**config.mk**
```make
export PLATFORM = sky130hd
export DESIGN_NAME = ex_muldiv_unit_flat
export DESIGN_NICKNAME = d
export VERILOG_FILES = /design/src/rtl/ex_muldiv_unit_if.sv /design/src/rtl/ex_muldiv_unit.sv /design/src/flat_wrapper.sv
export SDC_FILE = /design/constraint.sdc
export NUM_CORES = 1
export LEC_CHECK = 0
export CORE_MARGIN = 2
export CORE_UTILIZATION = 40
export DETAILED_ROUTE_END_ITERATION = 10
export GPL_TIMING_DRIVEN = 0
export PLACE_DENSITY = 0.59
export RECOVER_POWER = 100
export SLEW_MARGIN = 30
export SYNTH_ARGS = -nofsm -noshare
export SYNTH_HDL_FRONTEND = slang
export SYNTH_SLANG_ARGS = --single-unit
```
**constraint.sdc**
```tcl
create_clock -name clk_i -period 6.7 [get_ports clk_i]
set_input_delay 1.34 -clock clk_i [delete_from_list [all_inputs] [get_ports clk_i]]
set_output_delay 1.34 -clock clk_i [all_outputs]
set_load 0.1 [all_outputs]
```
**src/rtl/ex_muldiv_unit_if.sv**
```systemverilog
// Handshake and result bundle between the ID/EX register, the RV32M unit and the EX/MEM register.
interface ex_muldiv_unit_if;
    logic        start_i;
    logic [9:0]  func73_i;
    logic [31:0] data1_i;
    logic [31:0] data2_i;
    logic [4:0]  rd_i;
    logic        kill_i;
    logic        busy_o;
    logic        stall_o;
    logic        done_o;
    logic [31:0] result_o;
    logic [4:0]  rd_o;
    logic        RegWrite_o;

    modport slave (
        input  start_i, func73_i, data1_i, data2_i, rd_i, kill_i,
        output busy_o, stall_o, done_o, result_o, rd_o, RegWrite_o
    );

    modport master (
        output start_i, func73_i, data1_i, data2_i, rd_i, kill_i,
        input  busy_o, stall_o, done_o, result_o, rd_o, RegWrite_o
    );
endinterface

```
**src/rtl/ex_muldiv_unit.sv**
```systemverilog
// Iterative RV32M multiply/divide unit (shift-add multiply, restoring divide) for the EX stage.
// Optional macro MULDIV_EARLY_OUT_EN: trivial cases (x/0, signed overflow, multiply by 0) skip RUN.
module ex_muldiv_unit #(
    parameter int XLEN = 32,
    parameter int ITER = 32
) (
    input  logic               clk_i,
    input  logic               rst_i,
    ex_muldiv_unit_if.slave    bus
);
    typedef enum logic [1:0] {IDLE = 2'd0, RUN = 2'd1, DONE = 2'd2} state_t;

    state_t            state_r, state_nxt;
    logic [4:0]        cnt_r;
    logic [2:0]        op_r;
    logic [4:0]        rd_r, rd_out_r;
    logic              a_neg_r, b_neg_r;
    logic [XLEN-1:0]   hi_r, lo_r, b_r, result_r;

    logic [2:0]        f3_s;
    logic              qual_s, signed1_s, signed2_s, a_neg_s, b_neg_s;
    logic [XLEN-1:0]   a_mag_s, b_mag_s;
    logic              early_s;
    logic [XLEN-1:0]   early_res_s;
    logic [XLEN:0]     mul_sum_s, div_shift_s, div_diff_s;
    logic [XLEN-1:0]   hi_nxt_s, lo_nxt_s, quo_s, rem_s, final_res_s;
    logic [2*XLEN-1:0] prod_s, prod_fix_s;

    assign f3_s      = bus.func73_i[2:0];
    assign qual_s    = bus.start_i && (bus.func73_i[9:3] == 7'b0000001);
    assign signed1_s = (f3_s == 3'b001) || (f3_s == 3'b010) || (f3_s == 3'b100) || (f3_s == 3'b110);
    assign signed2_s = (f3_s == 3'b001) || (f3_s == 3'b100) || (f3_s == 3'b110);
    assign a_neg_s   = signed1_s && bus.data1_i[XLEN-1];
    assign b_neg_s   = signed2_s && bus.data2_i[XLEN-1];
    assign a_mag_s   = a_neg_s ? -bus.data1_i : bus.data1_i;
    assign b_mag_s   = b_neg_s ? -bus.data2_i : bus.data2_i;

    // Trivial operations that can bypass the iterative core
    always_comb begin
        early_s     = 1'b0;
        early_res_s = {XLEN{1'b0}};
`ifdef MULDIV_EARLY_OUT_EN
        if (!f3_s[2]) begin
            early_s = (bus.data1_i == 32'd0) || (bus.data2_i == 32'd0);
        end else if (bus.data2_i == 32'd0) begin
            early_s     = 1'b1;
            early_res_s = f3_s[1] ? bus.data1_i : 32'hFFFF_FFFF;
        end else if (!f3_s[0] && (bus.data1_i == 32'h8000_0000) && (bus.data2_i == 32'hFFFF_FFFF)) begin
            early_s     = 1'b1;
            early_res_s = f3_s[1] ? 32'd0 : 32'h8000_0000;
        end else begin
            early_s = 1'b0;
        end
`endif
    end

    // One multiply or divide step over the {hi, lo} pair
    assign mul_sum_s   = {1'b0, hi_r} + (lo_r[0] ? {1'b0, b_r} : {(XLEN+1){1'b0}});
    assign div_shift_s = {hi_r, lo_r[XLEN-1]};
    assign div_diff_s  = div_shift_s - {1'b0, b_r};

    always_comb begin
        if (!op_r[2]) begin
            hi_nxt_s = mul_sum_s[XLEN:1];
            lo_nxt_s = {mul_sum_s[0], lo_r[XLEN-1:1]};
        end else if (!div_diff_s[XLEN]) begin
            hi_nxt_s = div_diff_s[XLEN-1:0];
            lo_nxt_s = {lo_r[XLEN-2:0], 1'b1};
        end else begin
            hi_nxt_s = div_shift_s[XLEN-1:0];
            lo_nxt_s = {lo_r[XLEN-2:0], 1'b0};
        end
    end

    // Sign correction applied to the last step's magnitudes
    assign prod_s     = {hi_nxt_s, lo_nxt_s};
    assign prod_fix_s = (a_neg_r ^ b_neg_r) ? -prod_s : prod_s;
    assign quo_s      = (b_r == 32'd0) ? 32'hFFFF_FFFF : ((a_neg_r ^ b_neg_r) ? -lo_nxt_s : lo_nxt_s);
    assign rem_s      = a_neg_r ? -hi_nxt_s : hi_nxt_s;

    always_comb begin
        case (op_r)
            3'b000:                 final_res_s = prod_fix_s[XLEN-1:0];
            3'b001, 3'b010, 3'b011: final_res_s = prod_fix_s[2*XLEN-1:XLEN];
            3'b100, 3'b101:         final_res_s = quo_s;
            3'b110, 3'b111:         final_res_s = rem_s;
            default:                final_res_s = {XLEN{1'b0}};
        endcase
    end

    // Next-state logic; kill wins over everything including a same-cycle start
    always_comb begin
        state_nxt = state_r;
        case (state_r)
            IDLE: begin
                if (qual_s && !bus.kill_i) begin
                    state_nxt = early_s ? DONE : RUN;
                end else begin
                    state_nxt = IDLE;
                end
            end
            RUN: begin
                if (bus.kill_i) begin
                    state_nxt = IDLE;
                end else if (cnt_r == 5'(ITER - 1)) begin
                    state_nxt = DONE;
                end else begin
                    state_nxt = RUN;
                end
            end
            DONE:    state_nxt = IDLE;
            default: state_nxt = IDLE;
        endcase
    end

    // State register
    always_ff @(posedge clk_i or posedge rst_i) begin
        if (rst_i) state_r <= IDLE;
        else       state_r <= state_nxt;
    end

    // Operand capture, iteration and result/tag registers
    always_ff @(posedge clk_i or posedge rst_i) begin
        if (rst_i) begin
            cnt_r    <= 5'd0;
            op_r     <= 3'd0;
            rd_r     <= 5'd0;
            rd_out_r <= 5'd0;
            a_neg_r  <= 1'b0;
            b_neg_r  <= 1'b0;
            hi_r     <= {XLEN{1'b0}};
            lo_r     <= {XLEN{1'b0}};
            b_r      <= {XLEN{1'b0}};
            result_r <= {XLEN{1'b0}};
        end else begin
            case (state_r)
                IDLE: begin
                    if (qual_s && !bus.kill_i) begin
                        cnt_r   <= 5'd0;
                        op_r    <= f3_s;
                        rd_r    <= bus.rd_i;
                        a_neg_r <= a_neg_s;
                        b_neg_r <= b_neg_s;
                        hi_r    <= {XLEN{1'b0}};
                        lo_r    <= a_mag_s;
                        b_r     <= b_mag_s;
                        if (early_s) begin
                            result_r <= early_res_s;
                            rd_out_r <= bus.rd_i;
                        end
                    end
                end
                RUN: begin
                    if (!bus.kill_i) begin
                        hi_r  <= hi_nxt_s;
                        lo_r  <= lo_nxt_s;
                        cnt_r <= cnt_r + 5'd1;
                        if (cnt_r == 5'(ITER - 1)) begin
                            result_r <= final_res_s;
                            rd_out_r <= rd_r;
                        end
                    end
                end
                default: ;
            endcase
        end
    end

    assign bus.busy_o     = (state_r == RUN);
    assign bus.stall_o    = (state_r == RUN) || ((state_r == IDLE) && qual_s);
    assign bus.done_o     = (state_r == DONE) && !bus.kill_i;
    assign bus.result_o   = result_r;
    assign bus.rd_o       = rd_out_r;
    assign bus.RegWrite_o = bus.done_o && (rd_out_r != 5'd0);
endmodule
```
**src/flat_wrapper.sv**
```systemverilog
// flat-port wrapper written by rule: the top's interface ports become plain ports
module ex_muldiv_unit_flat 
#(
    parameter int XLEN = 32,
    parameter int ITER = 32
)
  (clk_i, rst_i, bus_start_i, bus_func73_i, bus_data1_i, bus_data2_i, bus_rd_i, bus_kill_i, bus_busy_o, bus_stall_o, bus_done_o, bus_result_o, bus_rd_o, bus_RegWrite_o);
  ex_muldiv_unit_if bus_i ();
  input  logic clk_i;
  input  logic rst_i;
  input wire logic [$bits(bus_i.start_i)-1:0] bus_start_i;
  input wire logic [$bits(bus_i.func73_i)-1:0] bus_func73_i;
  input wire logic [$bits(bus_i.data1_i)-1:0] bus_data1_i;
  input wire logic [$bits(bus_i.data2_i)-1:0] bus_data2_i;
  input wire logic [$bits(bus_i.rd_i)-1:0] bus_rd_i;
  input wire logic [$bits(bus_i.kill_i)-1:0] bus_kill_i;
  output wire logic [$bits(bus_i.busy_o)-1:0] bus_busy_o;
  output wire logic [$bits(bus_i.stall_o)-1:0] bus_stall_o;
  output wire logic [$bits(bus_i.done_o)-1:0] bus_done_o;
  output wire logic [$bits(bus_i.result_o)-1:0] bus_result_o;
  output wire logic [$bits(bus_i.rd_o)-1:0] bus_rd_o;
  output wire logic [$bits(bus_i.RegWrite_o)-1:0] bus_RegWrite_o;
  assign bus_i.start_i = bus_start_i;
  assign bus_i.func73_i = bus_func73_i;
  assign bus_i.data1_i = bus_data1_i;
  assign bus_i.data2_i = bus_data2_i;
  assign bus_i.rd_i = bus_rd_i;
  assign bus_i.kill_i = bus_kill_i;
  assign bus_busy_o = bus_i.busy_o;
  assign bus_stall_o = bus_i.stall_o;
  assign bus_done_o = bus_i.done_o;
  assign bus_result_o = bus_i.result_o;
  assign bus_rd_o = bus_i.rd_o;
  assign bus_RegWrite_o = bus_i.RegWrite_o;
  ex_muldiv_unit #(.XLEN(XLEN), .ITER(ITER)) u_core (.clk_i(clk_i), .rst_i(rst_i), .bus(bus_i));
endmodule
```
Word-level counts from Yosys, hierarchy flattened
Index checks and enable logic that the tools add are counted.
W data, S select, Z words.
{ "op_classes": {"n_addsub": 8, "eq_ne": 17, "mux": 25, "bitwise": 2, "n_reduce_logical": 25} }
{ "op_table": {"columns": ["operator", "n"], "rows": [
  ["$mux W32", 13],
  ["$neg A32 Y32", 4],
  ["$pmux W32 S2", 2],
  ["$pmux W32 S4", 1],
  ["$mux W64", 1],
  ["$neg A64 Y64", 1],
  ["$add A32 B33 Y33", 1],
  ["$sub A33 B32 Y33", 1],
  ["$logic_not A32 Y1", 1],
  ["$eq A3 B3 Y1 const B", 6],
  ["$mux W5", 2],
  ["$pmux W5 S2", 1],
  ["$eq A3 B2 Y1 const B", 3],
  ["$eq A7 B1 Y1 const B", 1],
  ["$logic_and A1 B1 Y1", 7],
  ["$eq A3 B1 Y1 const B", 2],
  ["$logic_or A1 B1 Y1", 6],
  ["$reduce_and A3 Y1", 2],
  ["$add A5 B1 Y5 const B", 1],
  ["$eq A5 B5 Y1 const B", 1],
  ["$reduce_bool A5 Y1", 1],
  ["$mux W2", 2],
  ["$pmux W2 S2", 1],
  ["$reduce_or A2 Y1", 2],
  ["13 further kinds", 14]
]} }
{ "word_totals": {"register_bits": 150, "input_bits": 83, "out_inout_bits": 41, "wordCells": 88} }

Longest topological paths before layout
{ "depth": {"depth_word": 8, "ltp_mapped": 22, "depth_no_buf": 21} }

Worst setup path after synthesis
No wires, ideal clock.
{ "synth_timing": {"kind": "input to output", "start": "input port bus_kill_i", "end": "output port bus_RegWrite_o", "arrival_ps": 4507, "required_time_ps": 5360, "setup_slack_ps": 853, "cell_stages": 2, "n_path_buf": 0, "path_cell_list": "nor3b_1 > o21a_1"} }
{ "synth_between": {"elab_chain_len": 3} }
{ "synth_lines": {"columns": ["element", "line", "text"], "rows": [
  ["from (decl)", "flat_wrapper.sv:16", "input wire logic [$bits(bus_i.kill_i)-1:0] bus_kill_i;"],
  ["$logic_not A1 Y1", "ex_muldiv_unit.sv:171", "assign bus.done_o = (state_r == DONE) && !bus.kill_i;"],
  ["$logic_and A1 B1 Y1", "ex_muldiv_unit.sv:171", null],
  ["$logic_and A1 B1 Y1", "ex_muldiv_unit.sv:174", "assign bus.RegWrite_o = bus.done_o && (rd_out_r != 5'd0);"],
  ["to (decl)", "flat_wrapper.sv:22", "output wire logic [$bits(bus_i.RegWrite_o)-1:0] bus_RegWrite_o;"]
]} }
No other way between the ends.

Final worst setup path
{ "layout_timing": {"start": "register u_core.op_r[2]", "end": "register u_core.result_r[27], in the netlist u_core.bus.result_o[27]"} }
{ "layout_between": {"elab_chain_len": 5, "elab_cells_between_ends": 21, "cone_classes": "add/sub: 3; eq/ne: 7; mux: 7; reduce/logical: 4"} }
{ "layout_lines": {"columns": ["element", "line", "text"], "rows": [
  ["from (decl)", "ex_muldiv_unit.sv:15", "logic [2:0] op_r;"],
  ["from (signal assigned)", "ex_muldiv_unit.sv:140", "op_r <= f3_s;"],
  ["$mux W32", "ex_muldiv_unit.sv:63", "if (!op_r[2]) begin"],
  ["$neg A32 Y32", "ex_muldiv_unit.sv:78", "assign quo_s = (b_r == 32'd0) ? 32'hFFFF_FFFF : ((a_neg_r ^ b_neg_r) ? -lo_nxt_s : lo_nxt_s);"],
  ["$mux W32 (2 in a row)", "ex_muldiv_unit.sv:78", null],
  ["$pmux W32 S4 *", "ex_muldiv_unit.sv:82", "case (op_r)"],
  ["to (signal assigned)", "ex_muldiv_unit.sv:134", "result_r <= {XLEN{1'b0}};"],
  ["to (signal assigned)", "ex_muldiv_unit.sv:148", "result_r <= early_res_s;"],
  ["to (signal assigned)", "ex_muldiv_unit.sv:159", "result_r <= final_res_s;"],
  ["to (decl)", "ex_muldiv_unit.sv:18", "logic [XLEN-1:0] hi_r, lo_r, b_r, result_r;"]
]} }
Mark *: on every way between the ends. The rest lies on a longest branch, timed or not.
A chain may end at the register's enable or synchronous reset.

==> flow_metrics.tcl <==
set metrics [dict create \
    hpwl_um 62000 \
    die_w_um 207 \
    p_int_uw 2020 \
    antenna_found_initial 3 \
    arrival_ns 6.99 \
    htreeDepth 4 \
    netlist_area_um2 16400 \
    cts_sinks 150 \
    powerDensity_nw_per_um2 193 \
    synth.distinct_cells 113 \
    regToRegStartpoint "u_core.op_r[2]" \
    synth-seq-area-share_pct 22.8 \
    fin_total_pwr_uw 3650 \
    die_area_um2 42700 \
    vdd_drop_max_mv 0.213 \
    gp_congestion 0.993 \
    pwr-share-clk_pct 27.9 \
    grt_start_max_net_pins 65 \
    leakagePower_uw 0.00793 \
    cts_buffer_depth 2 \
    synth-edff-count 0 \
    start_util_pct 40.4 \
    fin_ws_ns 0.0784 \
    start_kind "flop" \
    nNetsFinal 2497 \
    p_switching_uw 1630 \
    overflow 0 \
    drv_cap 1 \
    track_usage_pct 35.9 \
    first_iter_violations 2065 \
    post-route-util_pct 46.5 \
    async_reset_ff_share_pct 100 \
    drt-total-wl_um 76200 \
    worst_slew_pin_slew_ns 3.36 \
    critical_path_peak_fanout 15 \
    drt-vias-per-instance 6.34 \
    cp_top_family "buffers and inverters" \
    ctsHoldBuffers 0 \
    cts_tree "built" \
    pre_cts_slack_ns -0.913 \
    slew_headroom_pct -124 \
    setup_tns_ns 0 \
    max_freq_ghz 0.151 \
    crit_required_ns 7.07 \
    cp-startpoint "u_core.op_r[2]" \
    synthToLayoutAreaGrowth_pct 15.0 \
    drc_errors 0 \
    cts_setup_buffers 0 \
    io_pins 124 \
    violations "max-capacitance violations, max-slew violations" \
    wl_per_cell_um 26.4 \
    cts_buffers 17 \
    num_rows 74 \
    crit_path_frequent_cell "clkbuf_1" \
    vias 18300 \
    hold_path.class "reg2reg" \
    grt_pass1_wl_um 112000 \
    p_seq_share_pct 27.6 \
    die_h_um 207 \
    max_stage_delay_ns 0.83 \
    ant_nets 0 \
    crit_buf_inv 5 \
    swShare_pct 44.6 \
    synth_nets 2354 \
    status "finished, violations left" \
    crit_path_top_delay_cell "clkbuf_1" \
    cts.clk_slew.worst_paths_ns 0.08 \
    clk_latency_ns 0.51 \
    crit_chain "clkbuf_1 -> clkbuf_1 -> clkbuf_1 -> clkbuf_1 -> nand3_1 -> mux2_2 -> a2111o_1 -> clkbuf_1 -> nor3b_2 -> and2_1 -> a41oi_1 -> a211oi_1 -> o2bb2ai_1" \
    period_share_pct 98.8 \
    fin_skew_ns 0.0174 \
    final.min_clock_period_ns 6.62 \
    ys_seq_elements 150 \
    coreArea_um2 40600 \
    grt_pass1_vias 17000 \
    root_buffer "clkbuf_16" \
    grt_setup_unrepaired "no" \
    antenna_cells 0 \
    holdCritStartpoint "u_core.rd_r[3]" \
    yosysWarningCount 0 \
    setup_viol 0 \
    critical_path_class "reg2reg" \
    r2r_slack_ns 0.08 \
    finalHoldViolCount 0 \
    synthCells 2199 \
    yosys_most_used_dff "dfrtp_1" \
    port-buffer-count 123 \
    drt-pass1-iter-count 6 \
    n_fill_cell 4205 \
    avgSynthCellArea_um2 7.47 \
    final_max_slew_viol_count 64 \
    cp-end-kind "flop" \
    layout-drive-gt1-share_pct 5.23 \
    power_frac_comb_pct 44.6 \
]
tightest hold or removal path, delay by kind of cell, from the launching register on:
kind / cells / cell delay [ns]
flops: 1 / 0.34
simple gates: 2 / 0.10
repair_timing:
item | 4_1_cts | 5_1_grt
setup endpoints to repair | 16 | 13
gates resized for setup | 2 | 1
pin swaps | 0 | 0
power by group through the flow:
| stage | Combinational (uW) | Sequential [uW] | Clock (uW) |
|---|---|---|---|
| after floorplan | 1020 | 995 | 0 |
| after global placement | 1570 | 1020 | 0 |
| after detailed placement | 1580 | 1020 | 0 |
| after CTS | 1590 | 1000 | 1030 |
| after global routing | 1720 | 1010 | 1060 |
| final | 1630 | 1010 | 1020 |
path summary, 6_finish.rpt:
check	endpoint	cells after the start
max	u_core.bus.result_o[27]	13
min	u_core.bus.rd_o[3]	2
max reg2reg	u_core.bus.result_o[27]	13
min reg2reg	u_core.bus.rd_o[3]	2
max in group asynchronous	u_core.bus.result_o[27]	3
min in group asynchronous	u_core.b_r[8]	2
cells by family (layout without fill, tap and decap cells):
| kind of cell | count (synthesis) | count (layout) | share of synthesized area, % |
|---|---|---|---|
| muxes | 69 | 69 | 4.39 |
| xor gates and xnor gates | 155 | 155 | 8.26 |
| and+or+nand+nor | 820 | 820 | 24.2 |
| DFF | 150 | 150 | 22.8 |
| adders and majority gates | 72 | 72 | 5.57 |
| buffers and inverters | 192 | 347 | 4.87 |
| AOI/OAI and AO/OA | 741 | 741 | 29.8 |
per-layer routing:
| metal | up-vias | GRT usage [%] | wire length (um) |
|---|---|---|---|
| met5 | - | 0 | 34 |
| met4 | 6 | 12.4 | 2420 |
| met3 | 150 | 6.83 | 6500 |
| met2 | 878 | 53.5 | 32500 |
| met1 | 8906 | 51.8 | 34800 |
| li1 | 8366 | - | - |
flip-flops by register name, summed over array words and instances, names as in the netlist:
| register | count |
|---|---|
| u_core.a_neg_r | 1 |
| u_core.b_neg_r | 1 |
| u_core.b_r | 32 |
| u_core.bus.rd_o | 5 |
| u_core.bus.result_o | 32 |
| u_core.cnt_r | 5 |
| u_core.hi_r | 32 |
| u_core.lo_r | 32 |
| u_core.op_r | 3 |
| u_core.rd_r | 5 |
| u_core.state_r | 2 |
synth_stat cells (18+ instances only):
master | number | area, um2
nand2_1 | 272 | 1020
o31ai_1 | 21 | 158
mux2i_1 | 49 | 490
nor4_1 | 34 | 213
o21a_1 | 18 | 135
a21o_1 | 27 | 203
dfrtp_1 | 150 | 3750
a211oi_1 | 19 | 143
o21ai_0 | 204 | 1020
ha_1 | 70 | 876
a21oi_1 | 187 | 936
xor2_1 | 75 | 657
and2_1 | 61 | 382
nor3_1 | 60 | 300
nand3_1 | 31 | 155
nand4_1 | 26 | 163
xnor2_1 | 80 | 701
o211ai_1 | 30 | 225
clkbuf_1 | 84 | 315
nor2_1 | 197 | 739
nand2b_1 | 19 | 119
inv_1 | 68 | 255
a31oi_1 | 31 | 194
or3_1 | 29 | 181
stage by stage:
stage	instance area [um2]	cells	hold slack (ns)
global route	18900	2886	0.496
global placement	18300	2854	0.444
finish	18900	2886	0.471
floorplan	16400	2199	0.433
detailed placement	18400	2856	0.452
CTS	19000	2886	0.470
cells in the final DEF, fill, tap and decap left out, types with 27 or more instances in the layout:
| cell type | Yosys | final |
|---|---|---|
| nand2_1 | 272 | 273 |
| o21ai_0 | 204 | 206 |
| nor2_1 | 197 | 197 |
| a21oi_1 | 187 | 188 |
| dfrtp_1 | 150 | 150 |
| clkbuf_1 | 84 | 93 |
| xnor2_1 | 80 | 80 |
| clkdlybuf4s50_1 | 0 | 76 |
| xor2_1 | 75 | 75 |
| ha_1 | 70 | 70 |
| inv_1 | 68 | 69 |
| nor3_1 | 60 | 60 |
| and2_1 | 61 | 55 |
| mux2i_1 | 49 | 49 |
| dlygate4sd3_1 | 0 | 46 |
| nor4_1 | 34 | 34 |
| nand3_1 | 31 | 31 |
| a31oi_1 | 31 | 31 |
| o211ai_1 | 30 | 30 |
| or3_1 | 29 | 29 |
| a21o_1 | 27 | 27 |
area by class of cell:
type | instances | area [um2] | area share, %
clock buffers | 19 | 443 | 2.34
inverters | 70 | 264 | 1.40
multi-input cells | 1857 | 11900 | 62.7
clock inverters | 12 | 129 | 0.682
repair buffers | 126 | 1270 | 6.72
flip-flops and latches | 150 | 3750 | 19.9
plain buffers | 120 | 524 | 2.77
well taps | 532 | 666 | 3.52
Power figures use the tool's default switching activity.
